--- src/rtl/ec_pkg.sv ---
`default_nettype none
// ============================================================================
// Module      : ec_pkg
// Description : Shared definitions for the EC scalar-multiplication sequencer:
//               EC core operation codes, FSM state encoding and the default
//               sizing of the sequencer.
// Revision    : 1.0 - initial release
// ============================================================================
package ec_pkg;

  // Default sizing of the sequencer
  localparam int          KW_DEF      = 256;
  localparam int          OPW_DEF     = 3;
  localparam int          TMO_W_DEF   = 16;
  localparam logic [15:0] TMO_MAX_DEF = 16'hFFFF;

  // Operation codes understood by the EC core
  localparam logic [2:0] OP_NOP     = 3'd0;
  localparam logic [2:0] OP_LOAD    = 3'd1;  // Q = P
  localparam logic [2:0] OP_DBL     = 3'd2;  // Q = 2Q
  localparam logic [2:0] OP_ADD     = 3'd3;  // Q = Q + P
  localparam logic [2:0] OP_DADD    = 3'd4;  // dummy add, result discarded
  localparam logic [2:0] OP_NOP_DBL = 3'd5;  // dummy double, result discarded

  // Sequencer FSM states
  typedef enum logic [2:0] {
    ST_IDLE  = 3'd0,
    ST_SCAN  = 3'd1,
    ST_ISSUE = 3'd2,
    ST_WAIT  = 3'd3,
    ST_NEXT  = 3'd4,
    ST_FIN   = 3'd5,
    ST_FAIL  = 3'd6
  } state_e;

endpackage
`default_nettype wire

--- src/rtl/ec_smul_seq_if.sv ---
`default_nettype none
// ============================================================================
// Module      : ec_smul_seq_if
// Description : Command interface between the scalar-multiplication sequencer
//               (master) and the EC core (slave).
// Revision    : 1.0 - initial release
// ============================================================================
interface ec_smul_seq_if
  import ec_pkg::*;
#(
  parameter int OPW = OPW_DEF
) ();

  logic [OPW-1:0] ec_op;   // operation code, meaningful while ec_en is high
  logic           ec_en;   // one-cycle command strobe
  logic           ec_clr;  // one-cycle core clear
  logic           ec_rdy;  // one-cycle completion pulse from the core

  modport master (output ec_op, output ec_en, output ec_clr, input ec_rdy);
  modport slave  (input ec_op, input ec_en, input ec_clr, output ec_rdy);

endinterface
`default_nettype wire

--- src/rtl/ec_smul_wdog.sv ---
`default_nettype none
// ============================================================================
// Module      : ec_smul_wdog
// Description : Per-operation watchdog. Counter is cleared (loaded with zero)
//               by clr, advances while en is high and flags a timeout on the
//               enabled cycle that would bring it to TMO_MAX.
// Revision    : 1.0 - initial release
// ============================================================================
module ec_smul_wdog #(
  parameter int               TMO_W   = 16,
  parameter logic [TMO_W-1:0] TMO_MAX = '1
) (
  input  wire logic clk,
  input  wire logic rst_n,
  input  wire logic clr,
  input  wire logic en,
  output logic      tmo
);

  localparam logic [TMO_W-1:0] TMO_LAST = TMO_MAX - 1'b1;

  logic [TMO_W-1:0] cnt_q, cnt_d;

  // Next count: clear wins, otherwise count up and hold at TMO_MAX
  always_comb begin
    cnt_d = cnt_q;
    if (clr) begin
      cnt_d = '0;
    end else if (en && (cnt_q != TMO_MAX)) begin
      cnt_d = cnt_q + 1'b1;
    end
  end

  // Counter register
  always_ff @(posedge clk) begin
    if (!rst_n) begin
      cnt_q <= '0;
    end else begin
      cnt_q <= cnt_d;
    end
  end

  assign tmo = en && !clr && (cnt_q == TMO_LAST);

endmodule
`default_nettype wire

--- src/rtl/ec_smul_seq.sv ---
`default_nettype none
// ============================================================================
// Module      : ec_smul_seq
// Description : Left-to-right double-and-add sequencer for Q = k*P. Issues one
//               point operation at a time to the EC core and waits for its
//               completion, with a per-operation watchdog and an abort path.
//               Optional macro EC_SMUL_CONST_TIME_EN selects a constant-time
//               schedule (no leading-zero skip, dummy double/add operations).
// Revision    : 1.0 - initial release
// ============================================================================
module ec_smul_seq
  import ec_pkg::*;
#(
  parameter int               KW      = KW_DEF,
  parameter int               OPW     = OPW_DEF,
  parameter int               TMO_W   = TMO_W_DEF,
  parameter logic [TMO_W-1:0] TMO_MAX = TMO_W'(TMO_MAX_DEF)
) (
  input  wire logic          clk,
  input  wire logic          rst_n,
  input  wire logic          start,
  input  wire logic          abort,
  input  wire logic [KW-1:0] k,
  output logic               busy,
  output logic               done,
  output logic               err,
  output logic               inf,
  output logic [15:0]        op_cnt,
  ec_smul_seq_if.master      ec
);

  localparam int             IW       = (KW > 1) ? $clog2(KW) : 1;
  localparam logic [IW-1:0]  IDX_TOP  = IW'(KW - 1);
  localparam logic [OPW-1:0] C_OP_NOP  = OPW'(OP_NOP);
  localparam logic [OPW-1:0] C_OP_LOAD = OPW'(OP_LOAD);
  localparam logic [OPW-1:0] C_OP_DBL  = OPW'(OP_DBL);
  localparam logic [OPW-1:0] C_OP_ADD  = OPW'(OP_ADD);
`ifdef EC_SMUL_CONST_TIME_EN
  localparam logic [OPW-1:0] C_OP_DADD    = OPW'(OP_DADD);
  localparam logic [OPW-1:0] C_OP_NOP_DBL = OPW'(OP_NOP_DBL);
`endif

  state_e         state_q, state_d;
  logic [KW-1:0]  scal_q, scal_d;      // scalar, current bit is always the MSB
  logic [IW-1:0]  idx_q, idx_d;        // index of the bit sitting in the MSB
  logic [OPW-1:0] pend_q, pend_d;      // operation most recently issued
  logic           busy_q, busy_d;
  logic           done_q, done_d;
  logic           err_q, err_d;
  logic           inf_q, inf_d;
  logic [15:0]    op_cnt_q, op_cnt_d;
  logic [OPW-1:0] ec_op_q, ec_op_d;
  logic           ec_en_q, ec_en_d;
  logic           ec_clr_q, ec_clr_d;
`ifdef EC_SMUL_CONST_TIME_EN
  logic           started_q, started_d;  // a 1 bit has been consumed (Q valid)
  logic           dslot_q, dslot_d;      // last op was the double of an iteration
`endif

  logic           issue;
  logic [OPW-1:0] issue_op;
  logic           wd_clr, wd_en, wd_tmo;
  logic           cur_bit;

  assign cur_bit = scal_q[KW-1];
  assign wd_en   = (state_q == ST_WAIT) && !ec.ec_rdy;

  ec_smul_wdog #(
    .TMO_W   (TMO_W),
    .TMO_MAX (TMO_MAX)
  ) u_wdog (
    .clk   (clk),
    .rst_n (rst_n),
    .clr   (wd_clr),
    .en    (wd_en),
    .tmo   (wd_tmo)
  );

  // Next-state and registered-output logic; outputs are set on the transition
  // into a state so that they are valid during that state
  always_comb begin
    state_d  = state_q;
    scal_d   = scal_q;
    idx_d    = idx_q;
    pend_d   = pend_q;
    busy_d   = busy_q;
    done_d   = 1'b0;
    err_d    = 1'b0;
    inf_d    = inf_q;
    op_cnt_d = op_cnt_q;
    ec_op_d  = C_OP_NOP;
    ec_en_d  = 1'b0;
    ec_clr_d = 1'b0;
    wd_clr   = 1'b0;
    issue    = 1'b0;
    issue_op = C_OP_NOP;
`ifdef EC_SMUL_CONST_TIME_EN
    started_d = started_q;
    dslot_d   = dslot_q;
`endif

    if ((state_q != ST_IDLE) && abort) begin
      // abort beats a coincident ec_rdy or timeout
      state_d  = ST_IDLE;
      busy_d   = 1'b0;
      ec_clr_d = 1'b1;
    end else begin
      case (state_q)
        ST_IDLE: begin
          if (start && !abort) begin
            scal_d   = k;
            idx_d    = IDX_TOP;
            busy_d   = 1'b1;
            inf_d    = 1'b0;
            op_cnt_d = '0;
            ec_clr_d = 1'b1;
            state_d  = ST_SCAN;
`ifdef EC_SMUL_CONST_TIME_EN
            started_d = 1'b0;
            dslot_d   = 1'b0;
`endif
          end
        end

        ST_SCAN: begin
`ifdef EC_SMUL_CONST_TIME_EN
          // top bit always costs one op, dummy when it is zero
          issue     = 1'b1;
          issue_op  = cur_bit ? C_OP_LOAD : C_OP_NOP_DBL;
          started_d = cur_bit;
`else
          if (scal_q == '0) begin
            inf_d   = 1'b1;
            done_d  = 1'b1;
            busy_d  = 1'b0;
            state_d = ST_FIN;
          end else if (cur_bit) begin
            issue    = 1'b1;
            issue_op = C_OP_LOAD;
          end else begin
            scal_d = scal_q << 1;
            idx_d  = idx_q - 1'b1;
          end
`endif
        end

        ST_ISSUE: begin
          wd_clr  = 1'b1;
          state_d = ST_WAIT;
        end

        ST_WAIT: begin
          if (ec.ec_rdy) begin
            state_d = ST_NEXT;
          end else if (wd_tmo) begin
            err_d    = 1'b1;
            ec_clr_d = 1'b1;
            busy_d   = 1'b0;
            state_d  = ST_FAIL;
          end
        end

        ST_NEXT: begin
`ifdef EC_SMUL_CONST_TIME_EN
          if (dslot_q) begin
            // second half of an iteration: real or dummy add
            dslot_d   = 1'b0;
            issue     = 1'b1;
            issue_op  = !cur_bit  ? C_OP_DADD :
                        started_q ? C_OP_ADD  : C_OP_LOAD;
            started_d = started_q | cur_bit;
          end else if (idx_q == '0) begin
            inf_d   = !started_q;
            done_d  = 1'b1;
            busy_d  = 1'b0;
            state_d = ST_FIN;
          end else begin
            scal_d   = scal_q << 1;
            idx_d    = idx_q - 1'b1;
            dslot_d  = 1'b1;
            issue    = 1'b1;
            issue_op = started_q ? C_OP_DBL : C_OP_NOP_DBL;
          end
`else
          if ((pend_q == C_OP_DBL) && cur_bit) begin
            issue    = 1'b1;
            issue_op = C_OP_ADD;
          end else if (idx_q == '0) begin
            done_d  = 1'b1;
            busy_d  = 1'b0;
            state_d = ST_FIN;
          end else begin
            scal_d   = scal_q << 1;
            idx_d    = idx_q - 1'b1;
            issue    = 1'b1;
            issue_op = C_OP_DBL;
          end
`endif
        end

        ST_FIN:  state_d = ST_IDLE;
        ST_FAIL: state_d = ST_IDLE;
        default: state_d = ST_IDLE;
      endcase

      if (issue) begin
        pend_d   = issue_op;
        ec_op_d  = issue_op;
        ec_en_d  = 1'b1;
        op_cnt_d = (op_cnt_q == 16'hFFFF) ? op_cnt_q : op_cnt_q + 16'd1;
        state_d  = ST_ISSUE;
      end
    end
  end

  // FSM and output registers
  always_ff @(posedge clk) begin
    if (!rst_n) begin
      state_q   <= ST_IDLE;
      scal_q    <= '0;
      idx_q     <= '0;
      pend_q    <= C_OP_NOP;
      busy_q    <= 1'b0;
      done_q    <= 1'b0;
      err_q     <= 1'b0;
      inf_q     <= 1'b0;
      op_cnt_q  <= '0;
      ec_op_q   <= C_OP_NOP;
      ec_en_q   <= 1'b0;
      ec_clr_q  <= 1'b0;
`ifdef EC_SMUL_CONST_TIME_EN
      started_q <= 1'b0;
      dslot_q   <= 1'b0;
`endif
    end else begin
      state_q   <= state_d;
      scal_q    <= scal_d;
      idx_q     <= idx_d;
      pend_q    <= pend_d;
      busy_q    <= busy_d;
      done_q    <= done_d;
      err_q     <= err_d;
      inf_q     <= inf_d;
      op_cnt_q  <= op_cnt_d;
      ec_op_q   <= ec_op_d;
      ec_en_q   <= ec_en_d;
      ec_clr_q  <= ec_clr_d;
`ifdef EC_SMUL_CONST_TIME_EN
      started_q <= started_d;
      dslot_q   <= dslot_d;
`endif
    end
  end

  assign busy      = busy_q;
  assign done      = done_q;
  assign err       = err_q;
  assign inf       = inf_q;
  assign op_cnt    = op_cnt_q;
  assign ec.ec_op  = ec_op_q;
  assign ec.ec_en  = ec_en_q;
  assign ec.ec_clr = ec_clr_q;

endmodule
`default_nettype wire

--- src/flat_wrapper.sv ---
// flat-port wrapper written by rule: the top's interface ports become plain ports
module ec_smul_seq_flat import ec_pkg::*;
#(
  parameter int               KW      = KW_DEF,
  parameter int               OPW     = OPW_DEF,
  parameter int               TMO_W   = TMO_W_DEF,
  parameter logic [TMO_W-1:0] TMO_MAX = TMO_W'(TMO_MAX_DEF)
)
  (clk, rst_n, start, abort, k, busy, done, err, inf, op_cnt, ec_ec_op, ec_ec_en, ec_ec_clr, ec_ec_rdy);
  ec_smul_seq_if #(.OPW(OPW)) ec_i ();
  input  wire logic clk;
  input  wire logic rst_n;
  input  wire logic start;
  input  wire logic abort;
  input  wire logic [KW-1:0] k;
  output logic busy;
  output logic done;
  output logic err;
  output logic inf;
  output logic [15:0] op_cnt;
  output wire logic [$bits(ec_i.ec_op)-1:0] ec_ec_op;
  output wire logic [$bits(ec_i.ec_en)-1:0] ec_ec_en;
  output wire logic [$bits(ec_i.ec_clr)-1:0] ec_ec_clr;
  input wire logic [$bits(ec_i.ec_rdy)-1:0] ec_ec_rdy;
  assign ec_ec_op = ec_i.ec_op;
  assign ec_ec_en = ec_i.ec_en;
  assign ec_ec_clr = ec_i.ec_clr;
  assign ec_i.ec_rdy = ec_ec_rdy;
  ec_smul_seq #(.KW(KW), .OPW(OPW), .TMO_W(TMO_W), .TMO_MAX(TMO_MAX)) u_core (.clk(clk), .rst_n(rst_n), .start(start), .abort(abort), .k(k), .busy(busy), .done(done), .err(err), .inf(inf), .op_cnt(op_cnt), .ec(ec_i));
endmodule
--- config.mk ---
export PLATFORM = sky130hd
export DESIGN_NAME = ec_smul_seq_flat
export DESIGN_NICKNAME = d
export VERILOG_FILES = /design/src/rtl/ec_pkg.sv /design/src/rtl/ec_smul_seq_if.sv /design/src/rtl/ec_smul_wdog.sv /design/src/rtl/ec_smul_seq.sv /design/src/flat_wrapper.sv
export SDC_FILE = /design/constraint.sdc
export NUM_CORES = 1
export LEC_CHECK = 0
export BUFFER_PORTS_ARGS = -buffer_cell sky130_fd_sc_hd__buf_4
export CORE_ASPECT_RATIO = 1.25
export CORE_UTILIZATION = 40
export CTS_CLUSTER_DIAMETER = 40
export DETAILED_ROUTE_END_ITERATION = 10
export PLACE_DENSITY = 0.69
export SYNTH_ARGS = -nofsm -noshare
export SYNTH_HDL_FRONTEND = slang
export SYNTH_SLANG_ARGS = --single-unit
--- constraint.sdc ---
create_clock -name clk -period 5.8 [get_ports clk]
set_input_delay 1.16 -clock clk [delete_from_list [all_inputs] [get_ports clk]]
set_output_delay 1.16 -clock clk [all_outputs]
set_load 0.005 [all_outputs]
**Yosys cells after proc, flatten, opt, wreduce, memory -nomap -nowiden**

Index checks and enable logic that the tools add are counted.

- Add/subtract/negate cells: 3
- Equality and inequality tests: 24
- Muxes and demuxes: 57
- Bitwise operators: 4
- Reduce and logical (&&, ||, !) cells: 32

Operators by type and width:

| operator | number |
|---|---|
| 2-to-1 mux 256 bit | 5 |
| case mux 256 bit (3 select lines) | 1 |
| logical NOT 256 bit | 1 |
| 2-to-1 mux 16 bit | 4 |
| 2-to-1 mux 8 bit | 5 |
| adder 16 x 1 -> 16 bit, second input constant | 2 |
| == test 16 bit, second input constant | 2 |
| 2-to-1 mux 1 bit | 24 |
| 2-to-1 mux 3 bit | 8 |
| case mux 8 bit (3 select lines) | 1 |
| != test 16 bit, second input constant | 1 |
| case mux 3 bit (5 select lines) | 1 |
| != test 2 bit, second input constant | 7 |
| AND reduction 7 bit | 2 |
| AND reduction 5 bit | 2 |
| == test 3 x 2 -> 1 bit, second input constant | 3 |
| != test 3 x 1 -> 1 bit, second input constant | 3 |
| OR reduction 3 bit | 3 |
| logical NOT 8 bit | 1 |
| case mux 1 bit (2 select lines) | 4 |
| AND reduction 4 bit | 2 |
| subtractor 8 x 1 -> 8 bit, second input constant | 1 |
| logical AND 1 bit | 7 |
| != test 2 x 1 -> 1 bit, second input constant | 3 |
| 16 further kinds | 27 |

- Register bits after elaboration: 311
- Bits of input ports: 261
- Output and inout bits: 25
- Logic and storage cells: 135

**Longest topological paths before layout**

Gate-level depths: netlist (run 1).

- Depth after elaboration: 10
- Gate-level depth with buffers: 13
- Gate-level depth less buffers: 9

**Cells and area by module**

Synthesis (run 1) repeated with hierarchy kept, for this count alone.

- Cells, all modules: 1314
- Area, all modules: 13337.8 sq um

Modules (own cells, without submodules):

| module | times used | cells an instance | area an instance (sq um) | seq. area each (sq um) |
|---|---|---|---|---|
| ec_smul_seq | 1 | 1207 | 12451.9 | 5865.6 |
| ec_smul_wdog | 1 | 107 | 885.8 | 320.3 |

**Worst setup path before layout (run 1)**

Ideal clock, no wire load.

- Kind: input-to-reg
- From: in abort
- To: reg u_core.scal_q[10]
- Setup time: 122 ps
- Data arrival time: 3054 ps
- Data required time: 5678 ps
- Setup slack: 2624 ps
- Cell stages on the path: 10
- Buffers on the path: 4
- Cells stage by stage: or4_1 > o21ba_1 > buf_4 > nor2_2 > o2bb2ai_2 > nor2_1 > buf_2 > buf_6 > buf_6 > a221o_1

- Word-level cells in the longest chain between the ends: 4

Ends and longest elaborated chain:

| element | RTL line | source |
|---|---|---|
| start: declaration | flat_wrapper.sv:14 | `input wire logic abort;` |
| logical NOT 1 bit | ec_smul_seq.sv:110 | `if (start && !abort) begin` |
| logical AND 1 bit | ec_smul_seq.sv:110 |  |
| != test 2 x 1 -> 1 bit (no source line) | n/a |  |
| AND reduction 7 bit (no source line) (*) | n/a |  |
| end signal: assignment | ec_smul_seq.sv:237 | `scal_q <= scal_d;` |
| end: declaration | ec_smul_seq.sv:44 | `logic [KW-1:0] scal_q, scal_d;` |

Every way passes the cells marked *; elsewhere a longest branch is shown, timed or not.
A chain may end at the register's enable or synchronous reset.

**Worst setup path in the final report (run 1)**

- From: reg u_core.scal_q[95]
- To: reg u_core.scal_q[220]

- Word-level cells in the longest chain between the ends: 3

Ends and longest elaborated chain:

| element | RTL line | source |
|---|---|---|
| logical NOT 256 bit | ec_smul_seq.sv:132 | `if (scal_q == '0) begin` |
| != test 2 bit (no source line) | n/a |  |
| AND reduction 7 bit (no source line) | n/a |  |

Every way passes these cells.

==> results of run 1 <==
synthesized netlist by cell type (2+ instances only):
master	n	area, um^2
nand4b_1	3	26.3
dfxtp_1	309	6190
buf_2	31	155
nor3_1	10	50.1
a211oi_1	4	30.0
o31a_1	6	52.6
nor2b_1	3	18.8
a21oi_1	17	85.1
xor2_1	9	78.8
buf_6	12	135
a31oi_1	7	43.8
or3_1	6	37.5
a311oi_1	2	17.5
o32ai_1	3	26.3
o21ai_0	12	60.1
o31ai_1	2	15.0
o211ai_1	5	37.5
or4_1	4	30.0
or2_2	2	12.5
nor2_1	46	173
nand2b_1	6	37.5
ha_1	4	50.1
buf_4	2	15.0
xnor2_1	9	78.8
and3_1	260	1630
nand3b_1	2	15.0
nand4_1	24	150
nand2_1	29	109
a31o_2	3	26.3
and4_1	7	61.3
nand3_1	11	55.1
nor4_1	74	463
clkbuf_1	82	308
inv_1	13	48.8
a221o_1	254	2540
nor3b_1	5	37.5
power groups by stage:
stage / clock network [mW] / logic (mW) / registers (mW)
5_1_grt: 2.74 / 1.10 / 2.58
4_1_cts: 2.65 / 1.01 / 2.55
6_report: 2.59 / 1.00 / 2.56
3_3_place_gp: 0 / 0.983 / 2.59
3_5_place_dp: 0 / 1.00 / 2.59
2_1_floorplan: 0 / 0.716 / 2.52
logic make-up (layout without fill, tap and decap cells):
family	after synthesis	in the layout	share of synthesized area [%]
simple gates	496	496	22.5
compound gates	327	327	23.4
flops	309	309	47.4
buf+inv	141	380	5.10
xor+xnor	18	18	1.21
fa+ha+maj	4	4	0.383
other cells	1	6	0.0287
cell type report:
type	count	area, um^2
Clock inverter	26	268
Fill cell	2875	15300
Timing Repair Buffer	290	2230
Inverter	14	52.6
Clock buffer	50	1170
Tap cell	412	515
Sequential cell	309	6190
Antenna cell	5	12.5
Multi-Input combinational cell	846	6220
worst paths after layout:
kind / from / end / cells after the start
worst max-delay path: u_core.scal_q[95]$_SDFFE_PN0P_ / u_core.scal_q[220]$_SDFFE_PN0P_ / 8
worst min-delay path: u_core.pend_q[0]$_SDFFE_PN0P_ / u_core.pend_q[0]$_SDFFE_PN0P_ / 1
worst max register to register: u_core.scal_q[95]$_SDFFE_PN0P_ / u_core.scal_q[220]$_SDFFE_PN0P_ / 8
worst min register to register: u_core.pend_q[0]$_SDFFE_PN0P_ / u_core.pend_q[0]$_SDFFE_PN0P_ / 1
state kept, by name (all words and copies together) (netlist names):
| name | cells |
|---|---|
| u_core.state_q | 3 |
| u_core.busy | 1 |
| u_core.err | 1 |
| u_core.scal_q | 256 |
| u_core.ec.ec_op | 2 |
| u_core.pend_q | 2 |
| u_core.ec.ec_clr | 1 |
| u_core.idx_q | 8 |
| u_core.ec.ec_en | 1 |
| u_core.inf | 1 |
| u_core.op_cnt | 16 |
| u_core.done | 1 |
| u_core.u_wdog.cnt_q | 16 |
layer usage:
metal / GRT usage (%) / up-vias
li1: - / 5665
met1: 29.0 / 5851
met2: 36.3 / 404
met3: 4.22 / 62
met4: 8.83 / 0
met5: 0 / -
==> results.ini, run 1 <==
[drt]
dr_wl_met3_um=2610
top_layer_used=met4
routed_wl_um=38800
drt_iter0_markers=1232
vias_per_cell=6.14
m1WireLength_um=16500
drt.antenna.violating_nets=0
num_vias=12000
wl_met2_um=18500
avgRoutedWirePerCell_um=19.9
drc=0
dr.pass1.iters=5

[timing]
fin_tns_setup_ns=0
slew_viol_final=0
clock.fmax_mhz=256
fin_crit_sh_pct=67.2
holdWs_ns=0.482
setup_viol=0
final.min_clock_period_ns=3.90
fin_skew_ns=0.0147
setup_ws_ns=1.90
finalHoldViolCount=0
maxSlewHeadroom_pct=16.2
tightest_slew_ns=1.26
grt_setup_unrepaired=no

[global_routing]
antenna_found_initial=5
grt_max_degree=255
grt_pass1_wl_um=59800
globalRouteOverflowTotal=0
grtUsageTotal_pct=22.3
grt_pass1_vias=11400

[power]
finalPower_mw=6.15
comb_power_share_pct=16.3
clkPwrFrac_pct=42.1
peakVddDrop_mv=0.248
swShare_pct=28.2
p_sw_mw=1.73
p_leak_nw=7.57
p_int_mw=4.42
p_per_area_nw_per_um2=369
power_frac_seq_pct=41.5

[clocking]
cts-resized-gates=0
clk_latency_ns=0.52
cts_tree=yes
cts_hold_buf=0
clock_sinks=309
cts_setup_buffers=0
clk_pin_slew_ns=0.06
h-tree-depth=2
clock_path_buffers=3
root_buffer=clkbuf_16
cts_buffers=42

[floorplanning]
std_cell_rows=73
dieArea_um2=33400
start_util_pct=40.8
die_w_um=164
pin_count=286
core_area_um2=32000
dieHeight_um=204

[yosys]
synth-seq-cells=309
synthDistinctLibCells=54
syn_nets=1561
async_flop_share_pct=0
ys.flop_type=dfxtp_1
syn_area_um2=13100
postSynthCellCount=1296
yosysSeqAreaShare_pct=47.4
synth_edf_count=0
ys_warn_count=0
avgSynthCellArea_um2=10.1

[placed_design]
hpwl_um=25300
place_congestion=0.867
pre_cts_ws_ns=1.98
place_area_um2=15200
place_inst=1871
portBuffers=284

[cells_and_area]
most-common-layout-cells=309 x dfxtp_1, 285 x buf_4, 259 x and3_1
stdcell_area_um2=16700
drive_above_1_share_pct=24.4
fin_nets=1768
fin_util_pct=52.1
finalNonFillerCells=1952
areaGrowthSynthToFinish_pct=27.6
final_common_cell=dfxtp_1

[hold_path]
hold_class=reg2reg

[worst_setup_path]
required_ns=6.25
cp-end-kind=flip-flop
critPathKind=reg2reg
crit_slowest_cell=buf_12
cp-start-kind=flip-flop
path_cells=nor4_1 -> nand4_1 -> nor4_1 -> nand4_1 -> o2bb2ai_2 -> nor2_4 -> buf_12 -> a221o_1
rrSetupSlack_ns=1.90
path_buf_inv=1
cp_max_fo=254
cp_top_family=simple AND/OR/NAND/NOR gates
critPathMaxStageDelay_ns=0.74
cp.arrival_ns=4.35

[job]
cap_viol_max_count=0

[outcome]
status=complete, no violations

(Power assumes the default switching activity.)
==> run 2, diff against run 1 <==
==> constraint.sdc (replaced) <==
create_clock -name clk -period 3.98 [get_ports clk]
set_input_delay 0.796 -clock clk [delete_from_list [all_inputs] [get_ports clk]]
set_output_delay 0.796 -clock clk [all_outputs]
set_load 0.005 [all_outputs]
==> run 2 against run 1 <==
Net effect: sequential share of layout area decreased by 0.46 points; maximum frequency increased by 17%; final cell count increased by 0.67%; non-clock buffer count increased by 12; largest power group unchanged; routed wire length increased by 0.75%; hold slack improved by 0.0018 ns; setup slack got worse by 1.3 ns; combinational power increased by 51%; via count increased by 0.10%.
==> results.ini, run 2 (synthesis gave the netlist of run 1 again) <==
[outcome]
status=complete, no violations  ; unchanged

[worst_setup_path]
critPathKind=reg2reg  ; unchanged
path_buf_inv=1  ; unchanged
cp-end-kind=flip-flop  ; unchanged
cp.arrival_ns=3.75  ; was 4.35 ns
required_ns=4.38  ; was 6.25 ns
cp_max_fo=88  ; was 254
cp_top_family=simple AND/OR/NAND/NOR gates  ; unchanged
path_cells=nor4_1 -> nand4_1 -> nor4_1 -> nand4_1 -> a31o_2 -> and3_4 -> buf_12 -> a221o_1  ; was nor4_1 -> nand4_1 -> nor4_1 -> nand4_1 -> o2bb2ai_2 -> nor2_4 -> buf_12 -> a221o_1
cp-start-kind=flip-flop  ; unchanged
crit_slowest_cell=nor4_1  ; was buf_12
critPathMaxStageDelay_ns=0.55  ; was 0.74 ns

[drt]
vias_per_cell=6.10  ; was 6.14
drt.antenna.violating_nets=0  ; unchanged
drc=0  ; unchanged
num_vias=12000  ; about the same
avgRoutedWirePerCell_um=19.9  ; about the same
routed_wl_um=39100  ; was 38800 um
drt_iter0_markers=1001  ; was 1232
dr.pass1.iters=5  ; unchanged

[global_routing]
grt_pass1_vias=11700  ; was 11400
grt_max_degree=136  ; was 255
globalRouteOverflowTotal=0  ; unchanged
grtUsageTotal_pct=22.6  ; was 22.3%
grt_pass1_wl_um=60800  ; was 59800 um
antenna_found_initial=4  ; was 5

[cells_and_area]
multi_input_area_um2=6220  ; unchanged
largest-register=u_core.scal_q  ; unchanged
fin_nets=1780  ; was 1768
drive_above_1_share_pct=24.9  ; was 24.4%
final_common_cell=dfxtp_1  ; unchanged
most-common-layout-cells=309 x dfxtp_1, 292 x buf_4, 259 x and3_1  ; was 309 x dfxtp_1, 285 x buf_4, 259 x and3_1
regArea_um2=6190  ; unchanged
largest_reg_flops=256  ; unchanged
finalNonFillerCells=1965  ; was 1952
areaGrowthSynthToFinish_pct=29.3  ; was 27.6%
nFillCells=2922  ; was 2875

[clocking]
cts_hold_buf=0  ; unchanged
h-tree-depth=2  ; unchanged
cts_buffers=42  ; unchanged
root_buffer=clkbuf_16  ; unchanged
cts-resized-gates=0  ; unchanged
clock_sinks=309  ; unchanged
clk_pin_slew_ns=0.06  ; about the same
cts_tree=yes  ; unchanged
clk_latency_ns=0.52  ; about the same
clock_path_buffers=3  ; unchanged
cts_setup_buffers=0  ; unchanged

[job]
cap_viol_max_count=0  ; unchanged

[floorplanning]
pin_count=286  ; unchanged
dieHeight_um=204  ; unchanged
std_cell_rows=73  ; unchanged
dieArea_um2=33400  ; unchanged
core_area_um2=32000  ; unchanged
die_w_um=164  ; unchanged
start_util_pct=40.8  ; unchanged

[timing]
holdWs_ns=0.484  ; was 0.482 ns
fin_skew_ns=0.0209  ; was 0.0147 ns
setup_viol=0  ; unchanged
maxSlewHeadroom_pct=32.7  ; was 16.2%
fin_tns_setup_ns=0  ; unchanged
grt_setup_unrepaired=no  ; unchanged
slew_viol_final=0  ; unchanged
final.min_clock_period_ns=3.34  ; was 3.90 ns
tightest_slew_ns=1.01  ; was 1.26 ns
fin_crit_sh_pct=84.0  ; was 67.2%
finalHoldViolCount=0  ; unchanged
clock.fmax_mhz=299  ; was 256 MHz

[placed_design]
hpwl_um=25700  ; was 25300 um
place_congestion=0.875  ; was 0.867
portBuffers=284  ; unchanged
place_inst=1883  ; was 1871

[power]
p_leak_nw=7.67  ; was 7.57 nW
p_per_area_nw_per_um2=543  ; was 369 nW/um^2
finalPower_mw=9.17  ; was 6.15 mW
peakVddDrop_mv=0.333  ; was 0.248 mV

[hold_path]
hold_class=reg2reg  ; unchanged

run 2: final timing paths:
kind                            slack [ns]                         endpoint                           start  cells after the start
worst max-delay path                  0.64  u_core.scal_q[244]$_SDFFE_PN0P_  u_core.scal_q[95]$_SDFFE_PN0P_                      8
worst min-delay path                  0.48    u_core.pend_q[0]$_SDFFE_PN0P_   u_core.pend_q[0]$_SDFFE_PN0P_                      1
worst max register to register        0.64  u_core.scal_q[244]$_SDFFE_PN0P_  u_core.scal_q[95]$_SDFFE_PN0P_                      8
worst min register to register        0.48    u_core.pend_q[0]$_SDFFE_PN0P_   u_core.pend_q[0]$_SDFFE_PN0P_                      1
run 2: layout make-up:
cell class                 instances  share of cell area, %
antenna                            4                 0.0593
clock buffer                      56                   7.28
clock inverter                    22                   1.63
inverter                          14                  0.311
multi-input combinational        846                   36.9
sequential                       309                   36.7
tap                              412                   3.06
timing repair buffer             302                   14.1
run 2: routing by layer:
metal | vias up | routed length [um] | track usage, % | part of all wire (%)
met3 | 94 | 2370 | 3.90 | 6.1
met2 | 451 | 18000 | 36.0 | 46
met1 | 5770 | 17000 | 29.5 | 44
li1 | 5679 | - | - | -
met4 | 0 | 1700 | 10.8 | 4.4
met5 | - | 0 | 0 | 0
run 2: where the power goes:
group          total [mW]  internal [mW]  switching, mW
clock network        3.93           2.51           1.42
logic                1.51          0.719          0.792
registers            3.72           3.42          0.299
run 2: metrics by stage:
step / setup WS, ns / utilization (%) / instance area, um^2
floorplan: 1.17 / - / 13100
global placement: 0.549 / 48.0 / 15400
detailed placement: 0.530 / 48.0 / 15400
CTS: 0.520 / 52.7 / 16900
global route: 0.376 / 52.8 / 16900
finish: 0.636 / 52.8 / 16900
